===== src/rtl/router_pkg.sv =====
// router_pkg: shared FSM states and sizing constants for the three-port packet router
package router_pkg;
  localparam int DW = 8;
  localparam int DEPTH = 16;
  localparam int AW = 4;
  localparam int CW = AW + 1;
  localparam int TW = 5;
  localparam int TIMEOUT = 30;
  typedef enum logic [2:0] {
    DECODE,
    WAIT_TILL_EMPTY,
    LOAD_FIRST_DATA,
    LOAD_DATA,
    FIFO_FULL,
    LOAD_AFTER_FULL,
    LOAD_PARITY,
    CHECK_PARITY
  } state_t;
endpackage


===== src/rtl/router_fifo.sv =====
// router_fifo: 16x8 output FIFO with registered read data and a 30-cycle unread-data flush timer
module router_fifo
  import router_pkg::*;
(
  input  logic          clock,
  input  logic          resetn,
  input  logic          we,
  input  logic [DW-1:0] din,
  input  logic          re,
  output logic [DW-1:0] dout,
  output logic          empty,
  output logic          full,
  output logic          soft_rst
);
  logic [DW-1:0] mem_q [DEPTH];
  logic [AW-1:0] wptr_q, wptr_d, rptr_q, rptr_d;
  logic [CW-1:0] cnt_q, cnt_d;
  logic [TW-1:0] tmr_q, tmr_d;
  logic [DW-1:0] dout_q, dout_d;
  logic do_w, do_r, stall;
  always_comb begin
    empty = cnt_q == '0;
    full = cnt_q == CW'(DEPTH);
    do_w = we & ~full;
    do_r = re & ~empty;
    stall = ~empty & ~re;
    soft_rst = stall & (tmr_q == TW'(TIMEOUT - 1));
    tmr_d = stall & ~soft_rst ? tmr_q + TW'(1) : '0;
    wptr_d = soft_rst ? '0 : wptr_q + AW'(do_w);
    rptr_d = soft_rst ? '0 : rptr_q + AW'(do_r);
    cnt_d = soft_rst ? '0 : cnt_q + CW'(do_w) - CW'(do_r);
    dout_d = do_r ? mem_q[rptr_q] : dout_q;
    dout = dout_q;
  end
  always_ff @(posedge clock) begin
    if (do_w) mem_q[wptr_q] <= din;
  end
  always_ff @(posedge clock or negedge resetn) begin
    if (!resetn) begin
      wptr_q <= '0;
      rptr_q <= '0;
      cnt_q <= '0;
      tmr_q <= '0;
      dout_q <= '0;
    end else begin
      wptr_q <= wptr_d;
      rptr_q <= rptr_d;
      cnt_q <= cnt_d;
      tmr_q <= tmr_d;
      dout_q <= dout_d;
    end
  end
endmodule


===== src/rtl/router_top.sv =====
// router_top: steers byte-serial packets into three FIFOs by header address, checks XOR parity, drives busy backpressure
module router_top
  import router_pkg::*;
(
  input  logic          clock,
  input  logic          resetn,
  input  logic          read_enb_0,
  input  logic          read_enb_1,
  input  logic          read_enb_2,
  input  logic [DW-1:0] data_in,
  input  logic          pkt_valid,
  output logic [DW-1:0] data_out_0,
  output logic [DW-1:0] data_out_1,
  output logic [DW-1:0] data_out_2,
  output logic          vld_out_0,
  output logic          vld_out_1,
  output logic          vld_out_2,
  output logic          error,
  output logic          busy
);
  state_t state_q, state_d;
  logic [1:0] addr_q, addr_d;
  logic [DW-1:0] parity_q, parity_d, rx_par_q, rx_par_d, wdata;
  logic [DW:0] hold_q, hold_d;
  logic err_q, err_d, wr;
  logic [2:0] re_v, we_v, emp_v, ful_v, srt_v;
  logic [3:0] emp4, ful4, srt4;
  logic [DW-1:0] dout_v [3];
  assign re_v = {read_enb_2, read_enb_1, read_enb_0};
  assign emp4 = {1'b1, emp_v};
  assign ful4 = {1'b0, ful_v};
  assign srt4 = {1'b0, srt_v};
  for (genvar i = 0; i < 3; i++) begin : g_fifo
    router_fifo u_fifo (
      .clock    (clock),
      .resetn   (resetn),
      .we       (we_v[i]),
      .din      (wdata),
      .re       (re_v[i]),
      .dout     (dout_v[i]),
      .empty    (emp_v[i]),
      .full     (ful_v[i]),
      .soft_rst (srt_v[i])
    );
  end
  always_comb begin
    state_d = state_q;
    addr_d = addr_q;
    parity_d = parity_q;
    rx_par_d = rx_par_q;
    hold_d = hold_q;
    err_d = err_q;
    wr = 1'b0;
    wdata = data_in;
    case (state_q)
      DECODE: begin
        if (pkt_valid && data_in[1:0] != 2'd3) begin
          addr_d = data_in[1:0];
          err_d = 1'b0;
          state_d = emp4[data_in[1:0]] ? LOAD_FIRST_DATA : WAIT_TILL_EMPTY;
        end
      end
      WAIT_TILL_EMPTY: state_d = emp4[addr_q] ? LOAD_FIRST_DATA : WAIT_TILL_EMPTY;
      LOAD_FIRST_DATA: begin
        wr = 1'b1;
        parity_d = data_in;
        state_d = LOAD_DATA;
      end
      LOAD_DATA: begin
        if (!pkt_valid) begin
          rx_par_d = data_in;
          state_d = LOAD_PARITY;
        end else if (ful4[addr_q]) begin
          hold_d = {1'b0, data_in};
          state_d = FIFO_FULL;
        end else begin
          wr = 1'b1;
          parity_d = parity_q ^ data_in;
        end
      end
      FIFO_FULL: state_d = ful4[addr_q] ? FIFO_FULL : LOAD_AFTER_FULL;
      LOAD_AFTER_FULL: begin
        wr = 1'b1;
        wdata = hold_q[DW-1:0];
        parity_d = hold_q[DW] ? parity_q : parity_q ^ hold_q[DW-1:0];
        state_d = hold_q[DW] ? CHECK_PARITY : LOAD_DATA;
      end
      LOAD_PARITY: begin
        wdata = rx_par_q;
        if (ful4[addr_q]) begin
          hold_d = {1'b1, rx_par_q};
          state_d = FIFO_FULL;
        end else begin
          wr = 1'b1;
          state_d = CHECK_PARITY;
        end
      end
      CHECK_PARITY: begin
        err_d = parity_q != rx_par_q;
        state_d = DECODE;
      end
      default: state_d = DECODE;
    endcase
    if (state_q != DECODE && srt4[addr_q]) begin
      state_d = DECODE;
      wr = 1'b0;
    end
    we_v = wr ? 3'b001 << addr_q : 3'b000;
  end
  always_ff @(posedge clock or negedge resetn) begin
    if (!resetn) begin
      state_q <= DECODE;
      addr_q <= '0;
      parity_q <= '0;
      rx_par_q <= '0;
      hold_q <= '0;
      err_q <= 1'b0;
    end else begin
      state_q <= state_d;
      addr_q <= addr_d;
      parity_q <= parity_d;
      rx_par_q <= rx_par_d;
      hold_q <= hold_d;
      err_q <= err_d;
    end
  end
  assign data_out_0 = dout_v[0];
  assign data_out_1 = dout_v[1];
  assign data_out_2 = dout_v[2];
  assign vld_out_0 = ~emp_v[0];
  assign vld_out_1 = ~emp_v[1];
  assign vld_out_2 = ~emp_v[2];
  assign error = err_q;
  assign busy = state_q != DECODE && state_q != LOAD_DATA;
endmodule


===== config.mk =====
export PLATFORM = sky130hd
export DESIGN_NAME = router_top
export DESIGN_NICKNAME = d
export VERILOG_FILES = /design/src/rtl/router_pkg.sv /design/src/rtl/router_fifo.sv /design/src/rtl/router_top.sv
export SDC_FILE = /design/constraint.sdc
export NUM_CORES = 1
export LEC_CHECK = 0
export BUFFER_PORTS_ARGS = -buffer_cell sky130_fd_sc_hd__clkbuf_2
export CORE_UTILIZATION = 62
export CTS_BUF_LIST = sky130_fd_sc_hd__clkbuf_8 sky130_fd_sc_hd__clkbuf_16
export CTS_CLUSTER_SIZE = 24
export DETAILED_ROUTE_END_ITERATION = 10
export PLACE_DENSITY = 0.79
export RECOVER_POWER = 25
export SYNTH_ARGS = -nofsm -noshare
export SYNTH_HDL_FRONTEND = slang
export SYNTH_SLANG_ARGS = --single-unit

===== constraint.sdc =====
create_clock -name clock -period 4.4 [get_ports clock]
set_clock_uncertainty 0.15 [all_clocks]
set_input_delay 0.88 -clock clock [delete_from_list [all_inputs] [get_ports clock]]
set_output_delay 0.88 -clock clock [all_outputs]
set_load 0.1 [all_outputs]

==> key figures, run 1 <==
Synthesis
  • Area share of the largest cell type after synthesis: 55.5%
  • Seq cells post-synth: 493
  • Syn Inst Count: 1,247
  • Multiplexer share of the synthesized area: a little over an eighth
  • Mapped Area: ~21,000 um^2
  • Mean Syn Cell Area: 16.7 um^2
  • Syn_nets: 1,300
  • Synth Area in Simple Gates: 7.56%
  • Number of flops mapped to enable cells by yosys: 384
  • YS warnings: 0
  • Library cells used by synthesis: 63
  • Xor-xnor portion of the synthesized cell area: 1.60%
  • Synth cell count leaders: edfxtp_1, dfrtp_1, mux4_2
  • Post-Synth Adder-Cell Area: 2.46%
  • Post-synthesis sequential area ratio: 68.7%
  • Area contributors post-synth: edfxtp_1, dfrtp_1, mux4_2
  • Synth Area in Compound Gates: about 4.2%
  • Ys flop type: edfxtp_1
  • Largest family of logic cells by synthesized area: multiplexers
  • Most common cell in the netlist: edfxtp_1
  • Ys async rst share: 22.1%
  • Synth area leader: edfxtp_1

Placed design
  • Post-DP HPWL: roughly 26,000 um
  • Pre-CTS WS: 0.559 ns
  • Placer Congestion: roughly 0.85
  • Buffers on Ports: 42

Run
  • MaxCap Viol Count: 3

Cells and area
  • Nets@finish: 1,392
  • Area Overhead vs Synth: 12.9%
  • Share of post-route cells with drive strength above 1: 20.4%
  • ANT cells: 0

STA
  • RSZ-0062 raised after global routing: false
  • Worst-Margin Slew: 1.90 ns
  • Final Slew Violations: 139
  • Fin crit share: 90.5%
  • Final hold slack: 0.347 ns
  • Max-slew headroom: -26.7%
  • Final setup viols: 0
  • Final Critical Period: 3.98 ns
  • Hold Fails Final Rpt: 0
  • Peak Freq: 251 MHz
  • Setup ws final: 0.418 ns
  • Final setup TNS: 0 ns

Clocking
  • Reg clk slew, reported paths: 0.06 ns
  • Cts hold-fix bufs: 0
  • Clock Path Buffers: 3
  • Root buffer cell: clkbuf_16
  • Clock sinks: 493
  • CTS tree: done
  • Buffer count from post-CTS setup fixing: 0
  • Clock latency on the worst-skew pair: between 0.5 and 0.6 ns
  • PostCTS Resize Cnt: 0
  • Htree depth: 2
  • Cts bufs inserted: 49

Power
  • P_sw: 0.00607 W
  • Comb power frac: about 32%
  • Sw frac: 36.0%
  • Cell internal pwr: 0.0108 W
  • Max rail drop VDD: 772 uV
  • Leak pwr: 8.40 nW
  • Sequential Power Share: 42.0%
  • Clock network power share: between 20% and 30%
  • P per Cell Area: ~700 nW/um^2

Floorplanning
  • Die area: 34,200 um^2
  • Die W: ~190 um
  • Initial core utilization: ~63%
  • Die H: 185 um
  • FP Rows: 66
  • I/O pin total: 43
  • Core Footprint: about 33,000 um^2

GRT
  • Largest net degree at the start of global routing: 60
  • Vias in the first global route: roughly 12,000
  • Overflow after GRT: 0
  • Initial antenna violation count: 0
  • First-pass GRT wire length: ~67,000 um
  • Global-route usage over all layers: 26.5%

Detailed routing
  • Residual DRC: 0
  • Vias: 11,400
  • Iter 0 DRT Violations: 1,037
  • Via density per instance: 6.23
  • WL/cell: between 20 and 25 um
  • 1st-pass router iterations: 7
  • Antenna-violating nets left: 0
  • Drt total wl: around 43,000 um

Worst setup path
  • Crit path from: state_q[0]
  • CP Max Fanout: 48
  • Critical Path AT: 3.92 ns
  • CP max stage cell: a221o_1
  • Origin of the critical flop-to-flop path: state_q[0]
  • Crit path launch type: flop
  • Setup CP Type: flop to flop
  • Crit-path max cell delay: 1.49 ns
  • CP Data Required Time: about 4.3 ns
  • Worst path cell trace: nor2b_1 -> and2_0 -> clkbuf_1 -> a221o_1
  • Buffers & Inverters on Critical Path: 1
  • Crit end category: flop
  • Family with the most delay on the worst path: compound AO/OA/AOI/OAI gates

Worst hold path
  • Hold wc startpoint: g_fifo[1].u_fifo.tmr_q[0]
  • Hold Path Class: flop to flop

Run status
  • Status: finished, violations left
  • Failing checks: capacitance limit, slew limit
sequential cells by signal, summed over array words and instances (netlist names):
name,count
addr_q,2
error,1
g_fifo.u_fifo.cnt_q,15
g_fifo.u_fifo.dout,24
g_fifo.u_fifo.mem_q,384
g_fifo.u_fifo.rptr_q,12
g_fifo.u_fifo.tmr_q,15
g_fifo.u_fifo.wptr_q,12
hold_q,9
parity_q,8
rx_par_q,8
state_q,3
power groups by stage:
stage          registers (W)  logic, W  clock network, W
6_report             0.00707   0.00546           0.00432
5_1_grt              0.00718   0.00589           0.00456
4_1_cts              0.00706   0.00553           0.00438
3_5_place_dp         0.00714   0.00546                 0
3_3_place_gp         0.00710   0.00530                 0
2_1_floorplan        0.00730   0.00381                 0
logic make-up (layout without fill, tap and decap cells):
group                    count (synthesis)  in the layout
AO/OA/AOI/OAI                          136            136
XOR/XNOR                                38             38
adder cells (fa/ha/maj)                 39             39
buffers and inverters                   97            230
flip-flops                             493            493
multiplexers                           161            161
AND/OR/NAND/NOR                        283            283
layer usage:
layer / routed length [um] / track usage, %
met5: 0 / 0
met3: 2200 / 3.30
met4: 956 / 7.31
met2: 22100 / 45.2
met1: 17700 / 36.5
placed cells by master, fill, tap and decap left out, types with 9 or more instances in the layout:
cell | synthesis | final
nand2b_1 | 9 | 9
mux2_2 | 11 | 11
o21ai_0 | 37 | 37
a211oi_1 | 9 | 9
mux4_2 | 96 | 96
dfrtp_1 | 109 | 106
nor2b_1 | 24 | 24
xor2_1 | 24 | 24
xnor2_1 | 14 | 14
nor3_1 | 27 | 27
nand2_1 | 27 | 27
nor4_1 | 13 | 12
buf_4 | 2 | 53
inv_1 | 37 | 46
bufinv_16 | 0 | 9
edfxtp_1 | 384 | 384
nor2_1 | 89 | 89
clkinv_2 | 0 | 9
nand3_1 | 34 | 34
clkbuf_1 | 34 | 27
mux2i_1 | 54 | 54
clkbuf_16 | 0 | 49
a21oi_1 | 52 | 48
clkbuf_2 | 1 | 19
ha_1 | 36 | 36
layout make-up:
cell class | count | area, um^2
clock buffer | 51 | 1250
clock inverter | 41 | 443
fill | 2026 | 9340
inverter | 37 | 139
multi-input combinational | 657 | 6160
sequential | 493 | 14300
tap | 442 | 553
timing repair buffer | 101 | 634
final timing paths:
check,end,slack (ns),depth (start not counted)
worst min register to register,g_fifo[1].u_fifo.tmr_q[0],0.35,1
worst min-delay path,g_fifo[1].u_fifo.tmr_q[0],0.35,1
max in group asynchronous,g_fifo[0].u_fifo.rptr_q[1],1.28,2
worst max-delay path,g_fifo[1].u_fifo.mem_q[13][5],0.42,4
worst max register to register,g_fifo[1].u_fifo.mem_q[13][5],0.42,4
min in group asynchronous,g_fifo[1].u_fifo.dout[4],0.55,1
per-stage QoR:
step	instance area [um^2]	utilization [%]	instances	power (W)
3_5_place_dp	21800	66.5	1730	0.0126
3_3_place_gp	21800	66.5	1730	0.0124
4_1_cts	23500	71.7	1822	0.0170
2_1_floorplan	20800	-	1247	0.0111
5_1_grt	23400	71.5	1822	0.0176
6_report	23400	71.5	1822	0.0168
No activity file was read; power rests on OpenSTA's default activity.
==> run 2: changes to the inputs <==
==> constraint.sdc (replaced) <==
create_clock -name clock -period 4.2 [get_ports clock]
set_clock_uncertainty 0.15 [all_clocks]
set_input_delay 0.84 -clock clock [delete_from_list [all_inputs] [get_ports clock]]
set_output_delay 0.84 -clock clock [all_outputs]
set_load 0.1 [all_outputs]
==> key figures, run 2 (same netlist as run 1, synthesis figures left out) <==
STA
  • Peak Freq: 256 MHz
  • Max-slew headroom: -99.0%
  • Final setup viols: 0
  • Hold Fails Final Rpt: 0
  • Fin crit share: between 90% and 100%
  • Worst-Margin Slew: 2.99 ns
  • RSZ-0062 raised after global routing: false
  • Setup ws final: 0.287 ns
  • Final setup TNS: 0 ns
  • Final Critical Period: 3.91 ns
  • Final Slew Violations: 147

Floorplanning
  • I/O pin total: 43
  • Core Footprint: roughly 33,000 um^2
  • Die W: roughly 190 um
  • Die H: 185 um
  • FP Rows: 66
  • Die area: roughly 34,000 um^2
  • Initial core utilization: 63.3%

Clocking
  • PostCTS Resize Cnt: 0
  • CTS tree: done
  • Root buffer cell: clkbuf_16
  • Clock Path Buffers: 3
  • Clock latency on the worst-skew pair: 0.55 ns
  • Reg clk slew, reported paths: 0.06 ns
  • Cts bufs inserted: 48
  • Cts hold-fix bufs: 0
  • Clock sinks: 493
  • Htree depth: 2
  • Buffer count from post-CTS setup fixing: 0

Worst setup path
  • Crit path launch type: flop
  • Setup crit end: g_fifo[2].u_fifo.cnt_q[4]
  • Critical Path AT: 4.23 ns
  • CP max stage cell: or4bb_1
  • Buffers & Inverters on Critical Path: 3
  • CP Data Required Time: about 4.5 ns
  • Critical path depth: 15
  • Origin of the critical flop-to-flop path: g_fifo[1].u_fifo.cnt_q[2]
  • Reg2Reg Setup Slack: 0.29 ns
  • Cell mode on critical path: inv_1
  • RR Endpoint: g_fifo[2].u_fifo.cnt_q[4]
  • R2R depth: 15
  • Worst path cell trace: inv_1 -> ha_1 -> or4bb_1 -> or2_1 -> nand2_1 -> a311o_2 -> nor2_1 -> ha_1 -> inv_1 -> fa_1 -> inv_1 -> a21oi_1 -> nor2_1 -> or3_1 -> a21oi_1
  • Crit path from: g_fifo[1].u_fifo.cnt_q[2]
  • Crit-path max cell delay: approximately 0.7 ns
  • CP Max Fanout: 20
  • Setup CP Type: flop to flop
  • Crit end category: flop
  • Family with the most delay on the worst path: simple AND/OR/NAND/NOR gates

Power
  • Max rail drop VDD: 877 uV
  • P per Cell Area: 745 nW/um^2
  • Design Power: 0.0173 W
  • Leak pwr: 8.35 nW

GRT
  • Initial antenna violation count: 0
  • First-pass GRT wire length: 67,100 um
  • Largest net degree at the start of global routing: 61
  • Global-route usage over all layers: roughly a quarter
  • Vias in the first global route: 11,600
  • Overflow after GRT: 0

Cells and area
  • ANT cells: 0
  • Final non-filler cell total: 1,819
  • Max reg flops: approximately 380
  • Nets@finish: 1,391
  • Area Overhead vs Synth: 12.1%
  • Most common cell after layout, fill and taps aside: edfxtp_1
  • Share of post-route cells with drive strength above 1: 20.0%
  • Most frequent cells in the layout: edfxtp_1, dfrtp_1, mux4_2
  • Largest reg by FF count: g_fifo.u_fifo.mem_q

Placed design
  • Buffers on Ports: 42
  • Post-DP HPWL: 26,500 um
  • Placer Congestion: 0.870
  • Pre-CTS WS: 0.379 ns
  • Placed insts: 1,730

Run status
  • Failing checks: capacitance limit, slew limit
  • Status: finished, violations left

Detailed routing
  • Drt total wl: 42,900 um
  • Vias: 11,300
  • Residual DRC: 0
  • 1st-pass router iterations: 6
  • WL/cell: 23.6 um
  • Iter 0 DRT Violations: 1,129
  • Via density per instance: 6.23
  • Antenna-violating nets left: 0

Worst hold path
  • Hold Path Class: flop to flop

Run
  • MaxCap Viol Count: 5
==> run 2: cell types whose count changed in the layout (fill, tap and decap cells not counted), sizes merged <==
| cell | change |
|---|---|
| clkinvlp | -2 |
| inv | +8 |
| bufinv | -5 |
| clkbuf | -1 |
| clkinv | -3 |
==> run 2: power by group <==
group | leakage (nW) | switching [W] | internal, W
Combinational | 2.73 | 0.00352 | 0.00224
Sequential | 4.80 | 0.00109 | 0.00632
Clock | 0.815 | 0.00178 | 0.00238
==> run 2: worst min-delay path by stage <==
stage / from / to / slack, ns / depth (start not counted)
floorplan: g_fifo[0].u_fifo.tmr_q[0] / g_fifo[0].u_fifo.tmr_q[0] / 0.31 / 1
global placement: g_fifo[2].u_fifo.tmr_q[0] / g_fifo[2].u_fifo.tmr_q[0] / 0.33 / 1
detailed placement: g_fifo[1].u_fifo.dout[5] / g_fifo[1].u_fifo.dout[5] / 0.34 / 2
global route: g_fifo[1].u_fifo.tmr_q[0] / g_fifo[1].u_fifo.tmr_q[0] / 0.38 / 1
CTS: resetn / g_fifo[1].u_fifo.dout[6] / 0.21 / 1
finish: g_fifo[1].u_fifo.tmr_q[0] / g_fifo[1].u_fifo.tmr_q[0] / 0.34 / 1
==> run 2: cell type report <==
type	instances	area, um^2
clock inverter	39	289
inverter	37	139
timing repair buffer	101	632
tap	442	553
clock buffer	50	1240
multi-input combinational	657	6160
sequential	493	14300
fill	2033	9510
==> run 2: layer usage <==
| metal | share of wire (%) | track usage (%) | wire length (um) | up-vias |
|---|---|---|---|---|
| li1 | - | - | - | 5031 |
| met1 | 42 | 37.5 | 18100 | 5783 |
| met2 | 49 | 43.4 | 21000 | 417 |
| met3 | 5.8 | 3.36 | 2510 | 94 |
| met4 | 3.1 | 9.02 | 1330 | 0 |
| met5 | 0 | 0 | 0 | - |
==> run 2: per-stage QoR <==
step	cell area (um^2)	hold WS, ns	utilization [%]
6_report	23300	0.344	71.0
5_1_grt	23300	0.377	71.0
4_1_cts	23300	0.212	71.2
3_5_place_dp	21800	0.336	66.5
3_3_place_gp	21800	0.328	66.5
2_1_floorplan	20800	0.310	-
==> run 2: worst register-to-register path, stage by stage (launching register included) <==
cell     delay (ns)
dfrtp_1        0.39
inv_1          0.08
ha_1           0.16
or4bb_1        0.68
or2_1          0.40
nand2_1        0.10
a311o_2        0.46
nor2_1         0.17
ha_1           0.23
inv_1          0.08
fa_1           0.20
inv_1          0.05
a21oi_1        0.12
nor2_1         0.06
or3_1          0.34
a21oi_1        0.16
